===== src/rtl/sbox_rand_pkg.sv =====
// Shared constants and FSM state type for the masked-SBox randomness generator.
// Field offsets locate each 2-bit SBox random input inside the 18-bit bundle.
package sbox_rand_pkg;

   localparam int RND_BITS = 18;

   localparam int Z0_OFS  = 16;
   localparam int Z1_OFS  = 14;
   localparam int Z2_OFS  = 12;
   localparam int AZ0_OFS = 10;
   localparam int AZ1_OFS = 8;
   localparam int AZ2_OFS = 6;
   localparam int BZ0_OFS = 4;
   localparam int BZ1_OFS = 2;
   localparam int BZ2_OFS = 0;

   localparam logic [31:0] DEFAULT_TAPS = 32'h8020_0003;
   localparam logic [31:0] DEFAULT_SEED = 32'h0000_0001;

   typedef enum logic {
      FILL = 1'b0,
      FULL = 1'b1
   } gen_state_e;

endpackage


===== src/rtl/lfsr_galois.sv =====
// Right-shifting Galois LFSR with reload port; out_bit is the bit shifted out on the next step.
// Reusable by any mask-randomness consumer that needs one fresh bit per step.
module lfsr_galois
   import sbox_rand_pkg::*;
#(
   parameter int                LFSR_W = 32,
   parameter logic [LFSR_W-1:0] TAPS   = LFSR_W'(DEFAULT_TAPS),
   parameter logic [LFSR_W-1:0] SEED   = LFSR_W'(DEFAULT_SEED)
) (
   input  logic              clk,
   input  logic              rst_n,
   input  logic              step,
   input  logic              load,
   input  logic [LFSR_W-1:0] load_val,
   output logic [LFSR_W-1:0] state,
   output logic              out_bit
);

   logic [LFSR_W-1:0] r_lfsr;

   always_ff @(posedge clk) begin
      if (!rst_n) begin
         r_lfsr <= SEED;
      end else if (load) begin
         r_lfsr <= load_val;
      end else if (step) begin
         r_lfsr <= (r_lfsr >> 1) ^ (r_lfsr[0] ? TAPS : '0);
      end
   end

   assign state   = r_lfsr;
   assign out_bit = r_lfsr[0];

endmodule


===== src/rtl/sbox_rand_gen.sv =====
// Collects 18 LFSR bits into a bundle of nine 2-bit SBox random inputs and offers it
// on a valid/ready handshake; supports reseeding and flags an all-zero LFSR.
module sbox_rand_gen
   import sbox_rand_pkg::*;
#(
   parameter int                LFSR_W = 32,
   parameter logic [LFSR_W-1:0] SEED   = LFSR_W'(DEFAULT_SEED),
   parameter logic [LFSR_W-1:0] TAPS   = LFSR_W'(DEFAULT_TAPS)
) (
   input  logic              clk,
   input  logic              rst_n,
   input  logic              en,
   input  logic              seed_load,
   input  logic [LFSR_W-1:0] seed_in,
   input  logic              rnd_ready,
   output logic              rnd_valid,
   output logic [1:0]        z0,
   output logic [1:0]        z1,
   output logic [1:0]        z2,
   output logic [1:0]        az0,
   output logic [1:0]        az1,
   output logic [1:0]        az2,
   output logic [1:0]        bz0,
   output logic [1:0]        bz1,
   output logic [1:0]        bz2,
   output logic              stuck_err
);

   if (LFSR_W < 19) begin : g_bad_width
      $error("sbox_rand_gen: LFSR_W must be at least 19");
   end
   if (SEED == '0) begin : g_bad_seed
      $error("sbox_rand_gen: SEED must be nonzero");
   end

   localparam logic [4:0] CNT_FULL = 5'(RND_BITS);

   gen_state_e            r_state, w_state_nxt;
   logic [4:0]            r_cnt, w_cnt_nxt;
   logic [RND_BITS-1:0]   r_buf, w_buf_nxt;
   logic                  r_stuck;
   logic [LFSR_W-1:0]     w_lfsr;
   logic [LFSR_W-1:0]     w_load_val;
   logic                  w_out_bit;
   logic                  w_zero;
   logic                  w_step;

   assign w_zero     = (w_lfsr == '0);
   assign w_load_val = (seed_in == '0) ? SEED : seed_in;
   assign w_step     = (r_state == FILL) && en && !seed_load && !w_zero;

   lfsr_galois #(
      .LFSR_W (LFSR_W),
      .TAPS   (TAPS),
      .SEED   (SEED)
   ) u_lfsr (
      .clk      (clk),
      .rst_n    (rst_n),
      .step     (w_step),
      .load     (seed_load),
      .load_val (w_load_val),
      .state    (w_lfsr),
      .out_bit  (w_out_bit)
   );

   // Bundle transfers when rnd_valid && rnd_ready at a rising edge; a same-edge reseed cancels it.
   always_comb begin
      w_state_nxt = r_state;
      w_cnt_nxt   = r_cnt;
      w_buf_nxt   = r_buf;
      if (seed_load) begin
         w_state_nxt = FILL;
         w_cnt_nxt   = '0;
         w_buf_nxt   = '0;
      end else begin
         case (r_state)
            FILL: begin
               if (w_step) begin
                  w_buf_nxt = {r_buf[RND_BITS-2:0], w_out_bit};
                  w_cnt_nxt = r_cnt + 5'd1;
                  if (r_cnt + 5'd1 == CNT_FULL) begin
                     w_state_nxt = FULL;
                  end
               end
            end
            FULL: begin
               if (rnd_ready) begin
                  w_state_nxt = FILL;
                  w_cnt_nxt   = '0;
               end
            end
            default: w_state_nxt = FILL;
         endcase
      end
   end

   always_ff @(posedge clk) begin
      if (!rst_n) begin
         r_state <= FILL;
         r_cnt   <= '0;
         r_buf   <= '0;
         r_stuck <= 1'b0;
      end else begin
         r_state <= w_state_nxt;
         r_cnt   <= w_cnt_nxt;
         r_buf   <= w_buf_nxt;
         if (w_zero) begin
            r_stuck <= 1'b1;
         end
      end
   end

   assign rnd_valid = (r_state == FULL);
   assign stuck_err = r_stuck;

   assign z0  = r_buf[Z0_OFS  +: 2];
   assign z1  = r_buf[Z1_OFS  +: 2];
   assign z2  = r_buf[Z2_OFS  +: 2];
   assign az0 = r_buf[AZ0_OFS +: 2];
   assign az1 = r_buf[AZ1_OFS +: 2];
   assign az2 = r_buf[AZ2_OFS +: 2];
   assign bz0 = r_buf[BZ0_OFS +: 2];
   assign bz1 = r_buf[BZ1_OFS +: 2];
   assign bz2 = r_buf[BZ2_OFS +: 2];

endmodule

===== config.mk =====
export PLATFORM = sky130hd
export DESIGN_NAME = sbox_rand_gen
export DESIGN_NICKNAME = d
export VERILOG_FILES = /design/src/rtl/sbox_rand_pkg.sv /design/src/rtl/lfsr_galois.sv /design/src/rtl/sbox_rand_gen.sv
export SDC_FILE = /design/constraint.sdc
export NUM_CORES = 1
export LEC_CHECK = 0
export BUFFER_PORTS_ARGS = -buffer_cell sky130_fd_sc_hd__buf_4
export CORE_ASPECT_RATIO = 0.6
export CORE_MARGIN = 4
export CORE_UTILIZATION = 35
export DETAILED_ROUTE_END_ITERATION = 8
export SYNTH_ARGS = -nofsm -noshare
export SYNTH_HDL_FRONTEND = slang
export SYNTH_SLANG_ARGS = --single-unit

===== constraint.sdc =====
create_clock -name clk -period 2.4 [get_ports clk]
set_input_delay 0.72 -clock clk [delete_from_list [all_inputs] [get_ports clk]]
set_output_delay 0.72 -clock clk [all_outputs]
set_load 0.05 [all_outputs]

---- After elaboration in Yosys (flattened, before gate mapping) ----
Cells that the tools add are included.
word-level totals
  flip-flop bits (word level) ............. 57
  input bits .............................. 37
  output and inout port bits .............. 20
  logic and storage cells ................. 34
cells by class
  add/subtract/negate cells ............... 1
  eq/ne operators ......................... 3
  mux-type cells .......................... 11
  bitwise logic cells ..................... 3
  reductions and logical operators ........ 11
operators with widths
  operator                                               count
  2-to-1 mux 32 bit                                      4
  logical NOT 32 bit                                     2
  bitwise XOR 31 x 32 -> 32 bit                          1
  2-to-1 mux 5 bit                                       2
  one-hot mux 5 bit (2 select lines)                     1
  adder 5 x 1 -> 5 bit, second input constant            1
  == test 5 bit, second input constant                   1
  AND reduction 2 bit                                    2
  logical AND 1 bit                                      3
  2-to-1 mux 1 bit                                       3
  logical NOT 1 bit                                      2
  inequality test 2 x 1 -> 1 bit, second input constant  1
  inequality test 2 bit, second input constant           1
  inverter 1 bit                                         2
  one-hot mux 1 bit (2 select lines)                     1
  nonzero test 2 bit                                     1
  OR reduction 2 bit                                     1

---- Logic depth before layout (Yosys ltp) ----
  word-level depth ........................ 6
  gate-level depth with buffers ........... 8
  mapped depth without buffers ............ 7

---- Hierarchy ----
Synthesis repeated with hierarchy kept, for this count alone.
second synthesis, totals
  cell total of the unflattened synthesis .. 333
  area, all modules ....................... 2,982.9 um^2
modules (own cells, without submodules)
  module         times used  cells an instance  area an instance (um^2)  seq. area each (um^2)
  lfsr_galois    1           177                1,584.0                  640.6
  sbox_rand_gen  1           156                1,398.8                  500.5

---- Worst setup path before layout ----
Ideal clock, no wire load.
  path type ............................... register -> register
  start point ............................. register u_lfsr.r_lfsr[0] (netlist: u_lfsr.state[0])
  end point ............................... register r_cnt[4]
  library setup time ...................... 0.074 ns
  arrival time ............................ 1.819 ns
  required time ........................... 2.326 ns
  path slack .............................. 0.507 ns
  cell stages (with the launch flop) ...... 8
  path buffers ............................ 0
  period minus slack after synthesis ...... 1.893 ns
  cells stage by stage .................... dfxtp_1 inv_1 ha_1 nor4b_1 and4_1 a211o_1 or4_1 a31oi_1
on the way
  word-level cells in the longest chain between the ends .. 5
ends and longest elaborated chain
  what                                      line                  source
  from (decl)                               lfsr_galois.sv:19     logic [LFSR_W-1:0] r_lfsr;
  from (signal assigned)                    lfsr_galois.sv:25     r_lfsr <= load_val;
  from (signal assigned)                    lfsr_galois.sv:27     r_lfsr <= (r_lfsr >> 1) ^ (r_lfsr[0] ? TAPS : '0);
  logical NOT 32 bit                        sbox_rand_gen.sv:48   assign w_zero = (w_lfsr == '0);
  logical NOT 1 bit                         sbox_rand_gen.sv:50   assign w_step = (r_state == FILL) && en && !seed_load && !w_zero;
  logical AND 1 bit                         sbox_rand_gen.sv:50
  inequality test 2 x 1 -> 1 bit (no line)  -
  AND reduction 2 bit (no line)             -
  to (signal assigned)                      sbox_rand_gen.sv:105  r_cnt <= w_cnt_nxt;
  to (decl)                                 sbox_rand_gen.sv:39   logic [4:0] r_cnt, w_cnt_nxt;
Every way passes these cells.
A chain may end at the register's enable or synchronous reset.

---- Worst setup path in the final report ----
  start point ............................. register u_lfsr.r_lfsr[0] (netlist: u_lfsr.state[0])
  end point ............................... register r_cnt[2]
The elaborated chain is that of the path after synthesis.

==> impl_metrics.py <==
metrics = {
    "sta": {
        "worst_slew_pin_slew_ns": 0.405,
        "skew_ns": 0.00553,
        "max_freq_mhz": 462,
        "rsz0062_at_grt": "false",
        "max-slew-margin-rel_pct": 72.8,
        "setup_viol": 0,
        "drv_slew": 0,
        "hold_viol_final": 0,
        "layout_min_cycle_time_ns": 2.16,
        "hold_ws_ns": 0.480,
        "finalWorstSetupSlack_ns": 0.236,
        "fin_crit_sh_pct": 90.2,
        "finalSetupTns_ns": 0,
    },
    "grt": {
        "grt_pass1_vias": 2186,
        "antenna_found_initial": 0,
        "top_usage_layer": "met1",
        "grt_usage_pct": 15.6,
        "grt_overflow": 0,
        "use_met1_pct": 22.5,
        "grt_max_degree": 38,
        "use_met2_pct": 21.6,
        "grt_pass1_wl_mm": 11.2,
        "met3_usage_pct": 5.42,
    },
    "synth": {
        "syn_avg_cell_area_sq_um": 9.33,
        "synth-edff-count": 0,
        "yosysMostFrequentCell": "dfxtp_1",
        "synth_compound_area_share_pct": 16.4,
        "ys_async_sr_fraction_pct": 0,
        "synthCells": 287,
        "syn-cell-area_sq_um": 2680,
        "synth.area.mux_share_pct": 16.4,
        "synth.distinct_cells": 39,
        "synth_area_leaders": "dfxtp_1 (43%), mux2i_1 (16%), a211oi_1 (5.0%), o211a_1 (3.7%), nor3_1 (3.5%)",
        "yosys_warnings": 0,
        "ys_seq_area_share_pct": 42.6,
        "synth_top_family_by_area": "simple AND/OR/NAND/NOR gates",
        "yosys.area.top_type": "dfxtp_1",
        "synth_fa_ha_area_share_pct": 1.40,
        "synth-main-ff-cell": "dfxtp_1",
        "synth-simple-area-share_pct": 17.3,
        "synth_xor_area_share_pct": 0.981,
        "synth_seq_cells": 57,
        "synth_top_area_share_pct": 42.6,
        "synth_common_cells": "dfxtp_1 (57), mux2i_1 (44), nor2_1 (21), nor3_1 (19), a211oi_1 (18)",
        "synth_nets": 327,
    },
    "finish": {
        "drive_above_1_share_pct": 24.6,
        "final_util_pct": 47.3,
        "fillers": 703,
        "final_nets": 384,
        "syn_to_final_growth_pct": 29.9,
        "antenna-diode-count": 0,
        "multi_input_area_sq_um": 1410,
        "seqCellArea_sq_um": 1140,
    },
    "floorplanning": {
        "pin_count": 57,
        "fp.dieH_um": 75.8,
        "die-area_sq_um": 9160,
        "fp.coreArea_sq_um": 7360,
        "die_w_um": 121,
        "row_count": 24,
        "initial_utilization_pct": 36.4,
    },
    "clock_tree": {
        "cts-buffers-inserted": 9,
        "cts_hold_buf": 0,
        "cts.sinks": 57,
        "cts_tree": "done",
        "ctsResizeCount": 0,
        "cts-root-buf": "clkbuf_16",
        "post-cts-setup-buffers": 0,
        "clock_latency_ns": 0.33,
        "clk_path_buf_depth": 2,
        "clk_pin_slew_ns": 0.05,
        "h-tree-depth": 3,
    },
    "hold_path": {
        "hold_end": "stuck_err",
        "hold_path_depth": 2,
        "worst_hold_startpoint": "stuck_err",
        "hp-class": "flop to flop",
    },
    "placed_design": {
        "numPortBuffers": 56,
        "gp_congestion": 0.815,
        "hpwlAfterDp_mm": 4.79,
        "pre_cts_slack_ns": 0.230,
    },
    "setup_path": {
        "critPathMaxStageDelay_ns": 0.51,
        "worst_path_max_delay_cell": "or3b_2",
        "required_ns": 2.65,
        "path_buf_inv": 1,
        "endpoint_kind": "flop",
        "cpLargestDelayFamily": "simple AND/OR/NAND/NOR gates",
        "cp.arrival_ns": 2.42,
        "regToRegEndpoint": "r_cnt[2]",
        "path_cells": "inv_1 -> ha_1 -> nor4b_1 -> and4_1 -> a211o_1 -> or3b_2 -> a31oi_1",
        "reg2reg_depth": 7,
        "critical_path_class": "flop to flop",
        "worstReg2RegStart": "u_lfsr.state[0]",
        "startpoint_type": "flop",
        "crit_fanout": 14,
        "regToRegSetupSlack_ns": 0.24,
    },
    "power_and_ir_drop": {
        "powerDensity_nw_per_um2": 693,
        "p_leak_uw": 0.00155,
        "peakVddDrop_uv": 413,
    },
    "routing": {
        "drtAntennaViolNets": 0,
        "drt-pass1-iter-count": 4,
        "drt_iter0_drc": 189,
        "routed_wl_mm": 6.81,
        "wl_per_cell_um": 15.0,
        "drcViolationCount": 0,
        "routed_via_density": 5.16,
        "vias": 2336,
    },
    "job": {
        "maxCapViolCount": 0,
    },
    "status": {
        "status": "completed",
    },
}
==> where the power goes <==
group	total (uW)	leakage (uW)	switching [uW]	internal [uW]
sequential	1030	0.000467	39.3	994
combinational	273	0.000956	138	135
clock	1100	0.000130	416	689
total	2410	0.00155	593	1820
==> flip-flops by register name, summed over array words and instances, names as in the netlist <==
name          count
stuck_err         1
r_cnt             5
r_buf            18
u_lfsr.state     32
rnd_valid         1
==> tightest hold or removal path, stage by stage, from the launching register on <==
cell and delay (ns):
dfxtp_1 0.32, a21oi_1 0.04, nor2_1 0.08
==> per-stage QoR <==
stage	area, sq um	total power, uW	cells
floorplan	2680	1210	287
global placement	3220	1320	437
detailed placement	3220	1320	437
CTS	3480	2440	453
global route	3480	2510	453
finish	3480	2410	453
==> routing by layer <==
metal / routed length [um] / part of all wire [%] / vias to the layer above
met5: 0 / 0 / -
met4: 68 / 1.0 / 0
met3: 381 / 5.6 / 6
met2: 2870 / 42 / 60
met1: 3490 / 51 / 1085
li1: - / - / 1185
==> final cells by class <==
cell class | instances | share of cell area (%)
Clock buffer | 12 | 6.80
Inverter | 7 | 0.755
Sequential cell | 57 | 32.8
Clock inverter | 4 | 0.575
Multi-Input combinational cell | 200 | 40.5
Timing Repair Buffer | 69 | 14.9
Tap cell | 104 | 3.74
==> worst max-delay path by stage <==
stage                    start  endpoint  cells past startpoint
2_1_floorplan  u_lfsr.state[0]  r_cnt[4]                      7
3_3_place_gp   u_lfsr.state[0]  r_cnt[4]                      7
3_5_place_dp   u_lfsr.state[0]  r_cnt[4]                      7
4_1_cts        u_lfsr.state[0]  r_cnt[4]                      7
5_1_grt        u_lfsr.state[0]  r_buf[6]                      8
6_report       u_lfsr.state[0]  r_cnt[2]                      7
==> cell families after synthesis <==
group           after synthesis
compound gates               62
xor+xnor                      3
fa+ha+maj                     3
buf+inv                      30
flops                        57
mux                          44
simple gates                 88
==> cells in the final DEF (no fill, tap or decap), types with 4 or more instances in the layout <==
cell type,netlist,routed
nor2_1,21,21
clkinv_2,0,4
dfxtp_1,57,57
a21oi_1,6,6
nand2b_1,4,4
nand2_1,9,9
nand3_1,5,5
clkbuf_16,0,9
mux2i_1,44,44
a211oi_1,18,18
nor3_1,19,19
o211a_1,10,10
o21ai_0,16,16
nor4_1,14,14
buf_4,1,69
inv_1,7,7
Power figures use the tool's default switching activity.
